File: src/rtl/mux_rr_sel.sv
// Round-robin arbiter driving the select code of an N-to-1 mux.
// Holds the grant until a valid/ready transfer completes and counts transfers.
module mux_rr_sel #(
    parameter int bitsel = 2,
    parameter int CW     = 16
) (
    input  logic                    clk,
    input  logic                    rst,
    input  logic [(1<<bitsel)-1:0]  req,
    input  logic                    out_ready,
    output logic [bitsel-1:0]       sel,
    output logic [(1<<bitsel)-1:0]  gnt,
    output logic                    out_valid,
    output logic [CW-1:0]           xfer_cnt
);

    localparam int N = 1 << bitsel;

    typedef enum logic [0:0] {
        IDLE  = 1'b0,
        GRANT = 1'b1
    } state_t;

    state_t              state_r;
    state_t              state_nxt_s;
    logic [bitsel-1:0]   ptr_r;
    logic [bitsel-1:0]   ptr_nxt_s;
    logic [bitsel-1:0]   sel_nxt_s;
    logic [N-1:0]        gnt_nxt_s;
    logic                valid_nxt_s;
    logic [CW-1:0]       cnt_nxt_s;
    logic [bitsel-1:0]   pick_idle_s;
    logic [bitsel-1:0]   pick_xfer_s;
    logic [bitsel-1:0]   sel_inc_s;

    // First requester at or after the pointer; index arithmetic wraps modulo N.
    function automatic logic [bitsel-1:0] pick_f(input logic [N-1:0] r,
                                                 input logic [bitsel-1:0] p);
        logic [bitsel-1:0] idx;
        logic              found;
        pick_f = p;
        found  = 1'b0;
        for (int k = 0; k < N; k++) begin
            idx = p + k[bitsel-1:0];
            if (!found && r[idx]) begin
                pick_f = idx;
                found  = 1'b1;
            end
        end
    endfunction

    function automatic logic [N-1:0] onehot_f(input logic [bitsel-1:0] s);
        onehot_f    = {N{1'b0}};
        onehot_f[s] = 1'b1;
    endfunction

    assign sel_inc_s   = sel + bitsel'(1);
    assign pick_idle_s = pick_f(req, ptr_r);
    assign pick_xfer_s = pick_f(req, sel_inc_s);

    // Next-state and next-output computation for the arbiter FSM.
    always_comb begin
        state_nxt_s = state_r;
        ptr_nxt_s   = ptr_r;
        sel_nxt_s   = sel;
        gnt_nxt_s   = gnt;
        valid_nxt_s = out_valid;
        cnt_nxt_s   = xfer_cnt;
        case (state_r)
            IDLE: begin
                if (|req) begin
                    sel_nxt_s   = pick_idle_s;
                    gnt_nxt_s   = onehot_f(pick_idle_s);
                    valid_nxt_s = 1'b1;
                    state_nxt_s = GRANT;
                end else begin
                    gnt_nxt_s   = {N{1'b0}};
                    valid_nxt_s = 1'b0;
                end
            end
            GRANT: begin
                if (!req[sel]) begin
                    // Requester withdrew: drop the grant, pointer untouched.
                    gnt_nxt_s   = {N{1'b0}};
                    valid_nxt_s = 1'b0;
                    state_nxt_s = IDLE;
                end else if (out_ready) begin
                    cnt_nxt_s = xfer_cnt + CW'(1);
                    ptr_nxt_s = sel_inc_s;
                    if (|req) begin
                        sel_nxt_s   = pick_xfer_s;
                        gnt_nxt_s   = onehot_f(pick_xfer_s);
                        valid_nxt_s = 1'b1;
                    end else begin
                        gnt_nxt_s   = {N{1'b0}};
                        valid_nxt_s = 1'b0;
                        state_nxt_s = IDLE;
                    end
                end else begin
                    state_nxt_s = GRANT;
                end
            end
            default: begin
                gnt_nxt_s   = {N{1'b0}};
                valid_nxt_s = 1'b0;
                state_nxt_s = IDLE;
            end
        endcase
    end

    // State, pointer and registered outputs with synchronous reset.
    always_ff @(posedge clk) begin
        if (rst) begin
            state_r   <= IDLE;
            ptr_r     <= {bitsel{1'b0}};
            sel       <= {bitsel{1'b0}};
            gnt       <= {N{1'b0}};
            out_valid <= 1'b0;
            xfer_cnt  <= {CW{1'b0}};
        end else begin
            state_r   <= state_nxt_s;
            ptr_r     <= ptr_nxt_s;
            sel       <= sel_nxt_s;
            gnt       <= gnt_nxt_s;
            out_valid <= valid_nxt_s;
            xfer_cnt  <= cnt_nxt_s;
        end
    end

endmodule

File: config.mk
export PLATFORM = sky130hd
export DESIGN_NAME = mux_rr_sel
export DESIGN_NICKNAME = d
export VERILOG_FILES = /design/src/rtl/mux_rr_sel.sv
export SDC_FILE = /design/constraint.sdc
export NUM_CORES = 1
export LEC_CHECK = 0
export CORE_ASPECT_RATIO = 1.4
export CORE_MARGIN = 5
export CORE_UTILIZATION = 50
export CTS_CLUSTER_DIAMETER = 150
export CTS_CLUSTER_SIZE = 16
export DETAILED_ROUTE_END_ITERATION = 12
export GPL_ROUTABILITY_DRIVEN = 0
export PLACE_DENSITY = 0.78
export SLEW_MARGIN = 20
export SYNTH_ARGS = -nofsm -noshare
export SYNTH_HDL_FRONTEND = slang
export SYNTH_SLANG_ARGS = --single-unit
export TNS_END_PERCENT = 10
File: constraint.sdc
create_clock -name clk -period 4.97 [get_ports clk]
set_input_delay 0.7455 -clock clk [delete_from_list [all_inputs] [get_ports clk]]
set_output_delay 0.7455 -clock clk [all_outputs]
set_load 0.02 [all_outputs]
==> summary.txt, run 1 <==
Setup path
  • Critical R2R Launch: sel[0]
  • Critical path class: in2reg
  • Crit path DAT: 2.71 ns
  • Worst Setup End Kind: register
  • Cell Chain, Critical Path: clkdlybuf4s50_1 -> a21boi_0 -> o21ai_0 -> nand3_1 -> or4b_1 -> a311oi_1
  • FF-to-FF End: gnt[1]
  • Crit-path slowest cell: clkdlybuf4s50_1
  • Req. time, crit path: 5.12 ns
  • Startpoint type of the worst setup path: input pin
  • CP peak stage delay: 0.66 ns
  • R2r worst-path depth: 5
  • FF-to-FF setup slack: 2.98 ns
  • Crit Path Max Fanout: 11

Cells and area
  • Syn-to-layout area delta: 19.5%
  • Nets: 200
  • N_diodes: 0
  • Layout cells sized above 1: 7.89%
  • Non-Filler Instances: between 200 and 250

Global route
  • First-pass GRT wire length: 5.27 mm
  • Vias in the first global route: around 1200
  • Largest net degree at the start of global routing: 27
  • Gr usage total: approximately 16%
  • Antenna violations before repair: 0
  • Overflow after GRT: 0

Yosys
  • Syn avg cell area: 8.63 sq um
  • Synth Register Bits: 26
  • Synth area leader: dfxtp_1
  • Sequential area share after synthesis: 35.7%
  • Synth area leaders: dfxtp_1 36%, xor2_1 8.4%, nor2_1 8.0%
  • Share of async-settable or async-resettable flops after synthesis: 0%
  • Mapped cell area: 0.00146 sq mm
  • EDFF count, synth: 0
  • YS warnings: 0
  • Mapped Cells: 169
  • Main synth FF type: dfxtp_1
  • Cell with the most instances after synthesis: nor2_1
  • Syn Nets: 177
  • Unique masters post-synth: 44
  • Most frequent cells after synthesis: 31 x nor2_1, 26 x dfxtp_1, 14 x xor2_1
  • Share of the synthesized area in the top cell type: 35.7%

STA
  • Max Slew Vio Count: 0
  • Hold violation count in the final report: 0
  • Final count of negative-setup-slack endpoints: 0
  • Minimum clock period: between 2 and 3 ns
  • Tcrit/Tclk final: 51.5%
  • Worst-Margin Slew: between 0.9 and 1 ns
  • Fmax: ~400 MHz
  • Slew headroom: roughly a third
  • Fin worst setup slack: 2.41 ns
  • Worst Skew: between 0.005 and 0.006 ns
  • Worst hold slack: around 0.47 ns
  • Setup TNS Final: 0 ns
  • RSZ-0062 raised after global routing: no

Pwr
  • Total power draw: 0.451 mW
  • Static Leak: 0.618 nW
  • Maximum VDD drop: 187 uV
  • Pwr Density: 259 mW/mm^2

Run
  • Max-capacitance violation count: 0

Clock network
  • Worst-Skew Late Latency: 0.26 ns
  • Clk sinks: 26
  • Post-CTS Setup Bufs: 0
  • Max Buffers Root-to-Sink: 2
  • H-tree levels: 1
  • Clock-pin slew on the worst setup and hold paths: 0.08 ns
  • CTS tree: yes
  • CTS root buf: clkbuf_8
  • Num CTS Buffers: 3
  • CTS resizes: 0
  • Hold_buf cts: 0

Die
  • DIE AREA: 0.00411 sq mm
  • Die width: roughly 56 um
  • Rows: 23
  • Die height: between 70 and 80 um
  • Total core area: 0.00285 sq mm
  • Starting Density: 51.2%
  • Io pins: 30

Placement
  • Port Buffers: 29
  • Pre-CTS setup slack: 2.20 ns
  • Post-DP HPWL: around 2.4 mm
  • Dpl cells: 224

Detailed routing
  • Post-route ant nets: 0
  • Iter 0 DRT Violations: 24
  • Final wirelength: 3.15 mm
  • Drt wl/cell: 13.9 um
  • Drt via density: approximately 5.6
  • Vias: 1276
  • Pre-antenna DRT Iters: 4
  • DRC: 0

Min path
  • Hold path depth: 1
  • HP Class: reg2reg
  • HP Start: out_valid
  • Hold EP: out_valid

Run status
  • Status: complete, no violations
==> per-layer routing <==
layer	share of wire [%]	GRT usage, %
met5	0	0
met4	1.5	6.76
met3	4.1	2.99
met2	54	31.1
met1	41	16.5
==> sequential cells by signal, summed over array words and instances (netlist names) <==
signal and flops:
ptr_r 2, xfer_cnt 16, out_valid 1, state_r 1, sel 2, gnt 4
==> cells in the final DEF, fill, tap and decap left out, types with 4 or more instances in the layout <==
master            n
nor2_1           31
nand4_1           8
inv_1             8
dfxtp_1          26
a211oi_1          5
nor3_1            5
clkdlybuf4s50_1  29
xor2_1           14
nand2_1           4
nand3_1           8
o21ai_0           5
==> cells by family (layout without fill, tap and decap cells) <==
kind of cell             count (synthesis)  after routing  share of synthesized area, %
AO/OA/AOI/OAI                           26             26                          13.5
flip-flops                              26             26                          35.7
XOR/XNOR                                16             16                          9.61
AND/OR/NAND/NOR                         76             76                          27.4
multiplexers                             5              5                          4.46
buffers and inverters                   19             40                          8.49
adder cells (fa/ha/maj)                  1              1                         0.857
==> critical path, delay by kind of cell <==
| kind | cells | cell delay [ns] |
|---|---|---|
| AO/OA/AOI/OAI | 3 | 0.61 |
| buffers and inverters | 1 | 0.66 |
| AND/OR/NAND/NOR | 2 | 0.70 |
==> how the worst max path moves through the flow <==
stage | start | end | slack (ns) | depth (start not counted)
floorplan | req[2] | xfer_cnt[10] | 2.82 | 8
global placement | req[2] | gnt[1] | 2.31 | 6
detailed placement | req[3] | gnt[1] | 2.20 | 6
CTS | req[3] | gnt[1] | 2.43 | 6
global route | req[3] | gnt[1] | 2.33 | 6
finish | req[3] | gnt[1] | 2.41 | 6
==> power breakdown <==
group	switching, mW	total [mW]	internal [mW]
clock	0.0578	0.112	0.0541
sequential	0.0141	0.233	0.219
combinational	0.0593	0.106	0.0468
total	0.131	0.451	0.320
==> cell type report <==
cell class / instances / area [sq um]
inverter: 8 / 30.0
tap: 37 / 46.3
clock buffer: 3 / 41.3
sequential: 26 / 520
fill: 249 / 1110
multi-input combinational: 124 / 815
timing repair buffer: 29 / 290
==> metrics by stage <==
stage,instance area (sq um),util (%)
final,1740,61.2
after global routing,1740,61.2
after CTS,1740,61.2
after detailed placement,1700,59.7
after global placement,1700,59.7
after floorplan,1460,-
Power figures use the tool's default switching activity.
==> run 2: changes to the inputs <==
- CORE_UTILIZATION: 50 -> 45
- PLACE_DENSITY: 0.78 -> 0.74
- clock period: 4.97 -> 2.2 ns (I/O delays scaled with it)
==> run 2 against run 1 <==
Critical path depth is the same; non-clock buffer count rose by 7; critical path type unchanged; total power up 130%.
==> summary.txt, run 2 (synthesis results as in run 1) <==
Clock network
  • CTS resizes: 0
  • CTS tree: yes
  • Num CTS Buffers: 3
  • Clk sinks: 26
  • Worst-Skew Late Latency: 0.26 ns
  • Clock-pin slew on the worst setup and hold paths: 0.08 ns
  • Max Buffers Root-to-Sink: 2
  • Hold_buf cts: 0
  • H-tree levels: 1
  • CTS root buf: clkbuf_8
  • Post-CTS Setup Bufs: 0

Global route
  • Antenna violations before repair: 0
  • First-pass GRT wire length: 5.64 mm
  • Overflow after GRT: 0
  • Largest net degree at the start of global routing: 17
  • Vias in the first global route: approximately 1300
  • Gr usage total: 15.3%

STA
  • Worst Skew: 0.00198 ns
  • Minimum clock period: 1.99 ns
  • Hold violation count in the final report: 0
  • Worst-Margin Slew: 0.495 ns
  • Tcrit/Tclk final: 90.7%
  • Max Slew Vio Count: 0
  • Slew headroom: 67.0%
  • RSZ-0062 raised after global routing: no
  • Fin worst setup slack: 0.206 ns
  • Fmax: 501 MHz
  • Final count of negative-setup-slack endpoints: 0

Min path
  • HP Class: reg2reg
  • HP Start: out_valid

Die
  • Starting Density: 46.7%
  • DIE AREA: 0.00450 sq mm
  • Die width: 58.1 um
  • Rows: 24
  • Total core area: 0.00312 sq mm
  • Die height: 77.4 um
  • Io pins: 30

Cells and area
  • Syn-to-layout area delta: 23.6%
  • Layout cells sized above 1: 11.2%
  • N_diodes: 0
  • Biggest regs: xfer_cnt x16, gnt x4
  • Biggest register: xfer_cnt
  • Most frequent cells in the layout: 31 x nor2_1, 27 x clkdlybuf4s50_1, 26 x dfxtp_1
  • Commonest non-fill, non-tap cell in the layout: nor2_1
  • Max FFs per register: 16
  • Non-Filler Instances: 236
  • Nets: 207
  • Finished Cell Area: 0.00180 sq mm

Run
  • Max-capacitance violation count: 0

Placement
  • Placed instance area: 0.00176 sq mm
  • Port Buffers: 29
  • Dpl cells: between 200 and 250
  • Pre-CTS setup slack: -0.0737 ns
  • Post-DP HPWL: 2.64 mm

Setup path
  • Crit Path Max Fanout: 6
  • CP bufs+invs: 1
  • CP peak stage delay: 0.50 ns
  • Crit-path slowest cell: clkdlybuf4s50_1
  • Worst Setup End Kind: register
  • Req. time, crit path: 2.36 ns
  • Critical path class: in2reg
  • Worst Setup SP: req[2]
  • Crit path max-delay family: simple AND/OR/NAND/NOR gates
  • Cell Chain, Critical Path: clkdlybuf4s50_1 -> nor2b_1 -> o21a_1 -> nor2_1 -> or4b_1 -> a311oi_1
  • Critical R2R Launch: sel[0]
  • Startpoint type of the worst setup path: input pin
  • Crit path DAT: about 2.2 ns

Pwr
  • P_int: 0.733 mW
  • Pwr Density: 571 mW/mm^2
  • Switching portion of total power: 28.8%
  • Maximum VDD drop: approximately 280 uV
  • Comb power frac: 24.8%
  • Psw: between 0.2 and 0.3 mW
  • Total power draw: 1.03 mW
  • Seq pwr share: around half
  • Static Leak: 0.671 nW
  • Clk network pwr share: 24.3%

Run status
  • Status: complete, no violations

Detailed routing
  • Post-route ant nets: 0
  • Iter 0 DRT Violations: 43
  • Final wirelength: around 3.3 mm
  • Vias: 1319
  • Drt wl/cell: 14.1 um
  • DRC: 0
  • Pre-antenna DRT Iters: 4
  • Drt via density: 5.59
[run 2: per-stage QoR]
stage | hold slack [ns] | setup TNS [ns] | utilization [%]
after floorplan | 0.519 | 0 | -
final | 0.488 | 0 | 57.7
after detailed placement | 0.478 | -0.244 | 56.3
after global routing | 0.514 | 0 | 57.7
after CTS | 0.497 | 0 | 57.6
after global placement | 0.455 | 0 | 56.3
[run 2: worst paths after layout]
check         endpoint  cells after the start  slack, ns
max             gnt[1]                      6       0.21
min          out_valid                      1       0.49
max reg2reg     gnt[1]                      5       0.30
min reg2reg  out_valid                      1       0.49
[run 2: per-layer routing]
metal	vias to the layer above	GRT usage, %	routed length (um)
li1	649	-	-
met1	633	16.3	1320
met2	29	28.2	1810
met3	8	1.99	110
met4	0	8.12	77
met5	-	0	0
[run 2: area by class of cell]
cell class / instances / area (sq um)
inverters: 8 / 30.0
repair buffers: 36 / 348
clock buffers: 3 / 41.3
well taps: 39 / 48.8
multi-input cells: 124 / 815
fillers: 294 / 1320
flip-flops and latches: 26 / 520
[run 2: power by group through the flow]
stage          Combinational [mW]  Clock (mW)  Sequential (mW)
6_report                    0.255       0.250            0.524
5_1_grt                     0.278       0.277            0.529
4_1_cts                     0.256       0.263            0.524
3_5_place_dp                0.255           0            0.535
3_3_place_gp                0.248           0            0.534
2_1_floorplan               0.169           0            0.546
==> run 3: changes to the inputs <==
- ABC_AREA: not set -> 1
- CORE_UTILIZATION: 45 -> 48
- PLACE_DENSITY: 0.74 -> 0.76
==> run 3 against run 2 <==
Total power up 80%; register-to-register slack better by 0.04 ns; worst hold slack worse by 0.0076 ns; wire length up 30%; fmax up 4.2%; critical endpoint is now sel[0]; global-route usage up 1.8 points; sequential power up 9.5%; largest power group is now combinational logic; critical path type is now reg2out; largest cell class unchanged.
==> summary.txt, run 3 <==
Global route
  • Overflow after GRT: 0
  • Largest net degree at the start of global routing: 14
  • Gr usage total: 17.1%
  • Antenna violations before repair: 0
  • Vias in the first global route: 1913
  • First-pass GRT wire length: 7.67 mm

Yosys
  • Cell with the most instances after synthesis: nand2_1
  • YS warnings: 0
  • Mapped Cells: 302
  • Most frequent cells after synthesis: 95 x nand2_1, 31 x nor2_1, 27 x nand3_1
  • Syn avg cell area: 6.21 sq um
  • Synth area leaders: dfxtp_1 28%, nand2_1 19%, nand3_1 7.2%
  • EDFF count, synth: 0
  • Mapped cell area: 0.00188 sq mm
  • Synth area leader: dfxtp_1
  • Syn Nets: between 300 and 400
  • Main synth FF type: dfxtp_1
  • Share of the synthesized area in the top cell type: between 20% and 30%
  • Unique masters post-synth: 30
  • Synth Register Bits: 26
  • Share of async-settable or async-resettable flops after synthesis: 0%
  • Sequential area share after synthesis: around 28%

STA
  • Fmax: 522 MHz
  • Hold violation count in the final report: 0
  • Worst-Margin Slew: between 0.4 and 0.5 ns
  • Slew headroom: 71.6%
  • Final count of negative-setup-slack endpoints: 0
  • Setup TNS Final: 0 ns
  • Tcrit/Tclk final: 87.0%
  • Minimum clock period: 1.91 ns
  • Max Slew Vio Count: 0
  • RSZ-0062 raised after global routing: no
  • Worst Skew: 0.00273 ns

Setup path
  • Startpoint type of the worst setup path: register
  • Req. time, crit path: 1.87 ns
  • Crit path DAT: 1.58 ns
  • Critical path class: reg2out
  • Worst Setup End Kind: primary output
  • Crit Path Max Fanout: 8

Die
  • Rows: 27
  • DIE AREA: around 0.0053 sq mm
  • Total core area: 0.00385 sq mm
  • Io pins: 30
  • Die width: 62.8 um
  • Starting Density: 48.7%
  • Die height: approximately 84 um

Cells and area
  • Commonest non-fill, non-tap cell in the layout: nand2_1
  • Layout fillers: 410
  • Biggest register: xfer_cnt
  • Layout cells sized above 1: approximately 14%
  • Most frequent cells in the layout: 95 x nand2_1, 31 x nor2_1, 29 x clkdlybuf4s50_1
  • N_diodes: 0
  • Max FFs per register: 16
  • Syn-to-layout area delta: 20.2%
  • Biggest regs: xfer_cnt x16, gnt x4
  • Nets: 342
  • Final core occ: about 59%

Clock network
  • Max Buffers Root-to-Sink: 2
  • Clock-pin slew on the worst setup and hold paths: 0.08 ns
  • Num CTS Buffers: 3
  • Post-CTS Setup Bufs: 0
  • CTS root buf: clkbuf_8
  • Clk sinks: 26
  • CTS resizes: 0
  • Worst-Skew Late Latency: 0.26 ns
  • CTS tree: yes
  • H-tree levels: 1
  • Hold_buf cts: 0

Pwr
  • P_int: roughly 1.0 mW
  • Psw: 0.850 mW
  • Seq pwr share: 30.9%
  • Comb power frac: a little under three fifths
  • Pwr Density: slightly above 800 mW/mm^2
  • Maximum VDD drop: approximately 510 uV
  • Switching portion of total power: 45.7%
  • Static Leak: 1.03 nW
  • Clk network pwr share: 13.7%

Run status
  • Status: complete, no violations

Detailed routing
  • Post-route ant nets: 0
  • Final wirelength: approximately 4.3 mm
  • Vias: 1943
  • Drt wl/cell: 11.5 um
  • Pre-antenna DRT Iters: 4
  • Iter 0 DRT Violations: 129
  • Drt via density: about 5.2
  • DRC: 0

Placement
  • Port Buffers: 29
  • Post-DP HPWL: 3.44 mm

Min path
  • HP Class: reg2reg

Run
  • Max-capacitance violation count: 0
==> run 3: changes by cell type after synthesis, sizes merged, moves of 11 or more <==
| cell | delta |
|---|---|
| nand2 | +107 |
| inv | +22 |
| nand3 | +21 |
| a21oi | +14 |
| xor2 | -12 |
| o21ai | +11 |
==> run 3: power by group through the flow <==
stage / Clock [mW] / Combinational [mW] / Sequential, mW
finish: 0.255 / 1.03 / 0.574
global route: 0.288 / 1.16 / 0.585
CTS: 0.261 / 1.04 / 0.573
detailed placement: 0 / 1.03 / 0.584
global placement: 0 / 1.02 / 0.584
floorplan: 0 / 0.774 / 0.612
==> run 3: through the flow <==
step	hold WS, ns	instances	area [sq um]	setup slack [ns]	total power, mW
after floorplan	0.414	302	1880	0.479	1.39
after global placement	0.463	372	2210	0.0672	1.60
after detailed placement	0.466	372	2210	0.0415	1.62
after CTS	0.484	375	2260	0.289	1.87
after global routing	0.501	375	2260	0.0782	2.03
final	0.481	375	2260	0.286	1.86
==> run 3: final timing paths <==
kind	startpoint	endpoint	slack, ns	cells past startpoint
setup / recovery	sel[0]	sel[0]	0.29	2
hold / removal	xfer_cnt[15]	xfer_cnt[15]	0.48	2
hold reg to reg	xfer_cnt[15]	xfer_cnt[15]	0.48	2
setup reg to reg	sel[0]	xfer_cnt[12]	0.34	12
==> run 3: worst max-delay path: stages, from the launching register on <==
cell,delay [ns]
dfxtp_1,0.49
buf_4,0.22
clkdlybuf4s50_1,0.62
==> run 3: logic make-up (layout without fill, tap and decap cells) <==
logic type,after synthesis,in the layout,share of synthesized area [%]
xor+xnor,2,2,0.934
flops,26,26,27.7
simple gates,200,200,52.1
fa+ha+maj,1,1,0.667
buf+inv,37,67,8.47
compound gates,36,36,10.1
==> run 3: cell type report <==
class | instances | area [sq um] | area share, %
timing repair buffer | 34 | 328 | 14.5
multi-input combinational | 239 | 1200 | 53.1
sequential | 26 | 520 | 23.1
tap | 43 | 53.8 | 2.38
inverter | 30 | 115 | 5.10
clock buffer | 3 | 41.3 | 1.83
==> run 3: layer usage <==
metal / share of wire (%) / track usage [%]
met2: 52 / 32.5
met5: 0 / 0
met1: 42 / 18.1
met4: 2.2 / 7.72
met3: 3.2 / 2.43
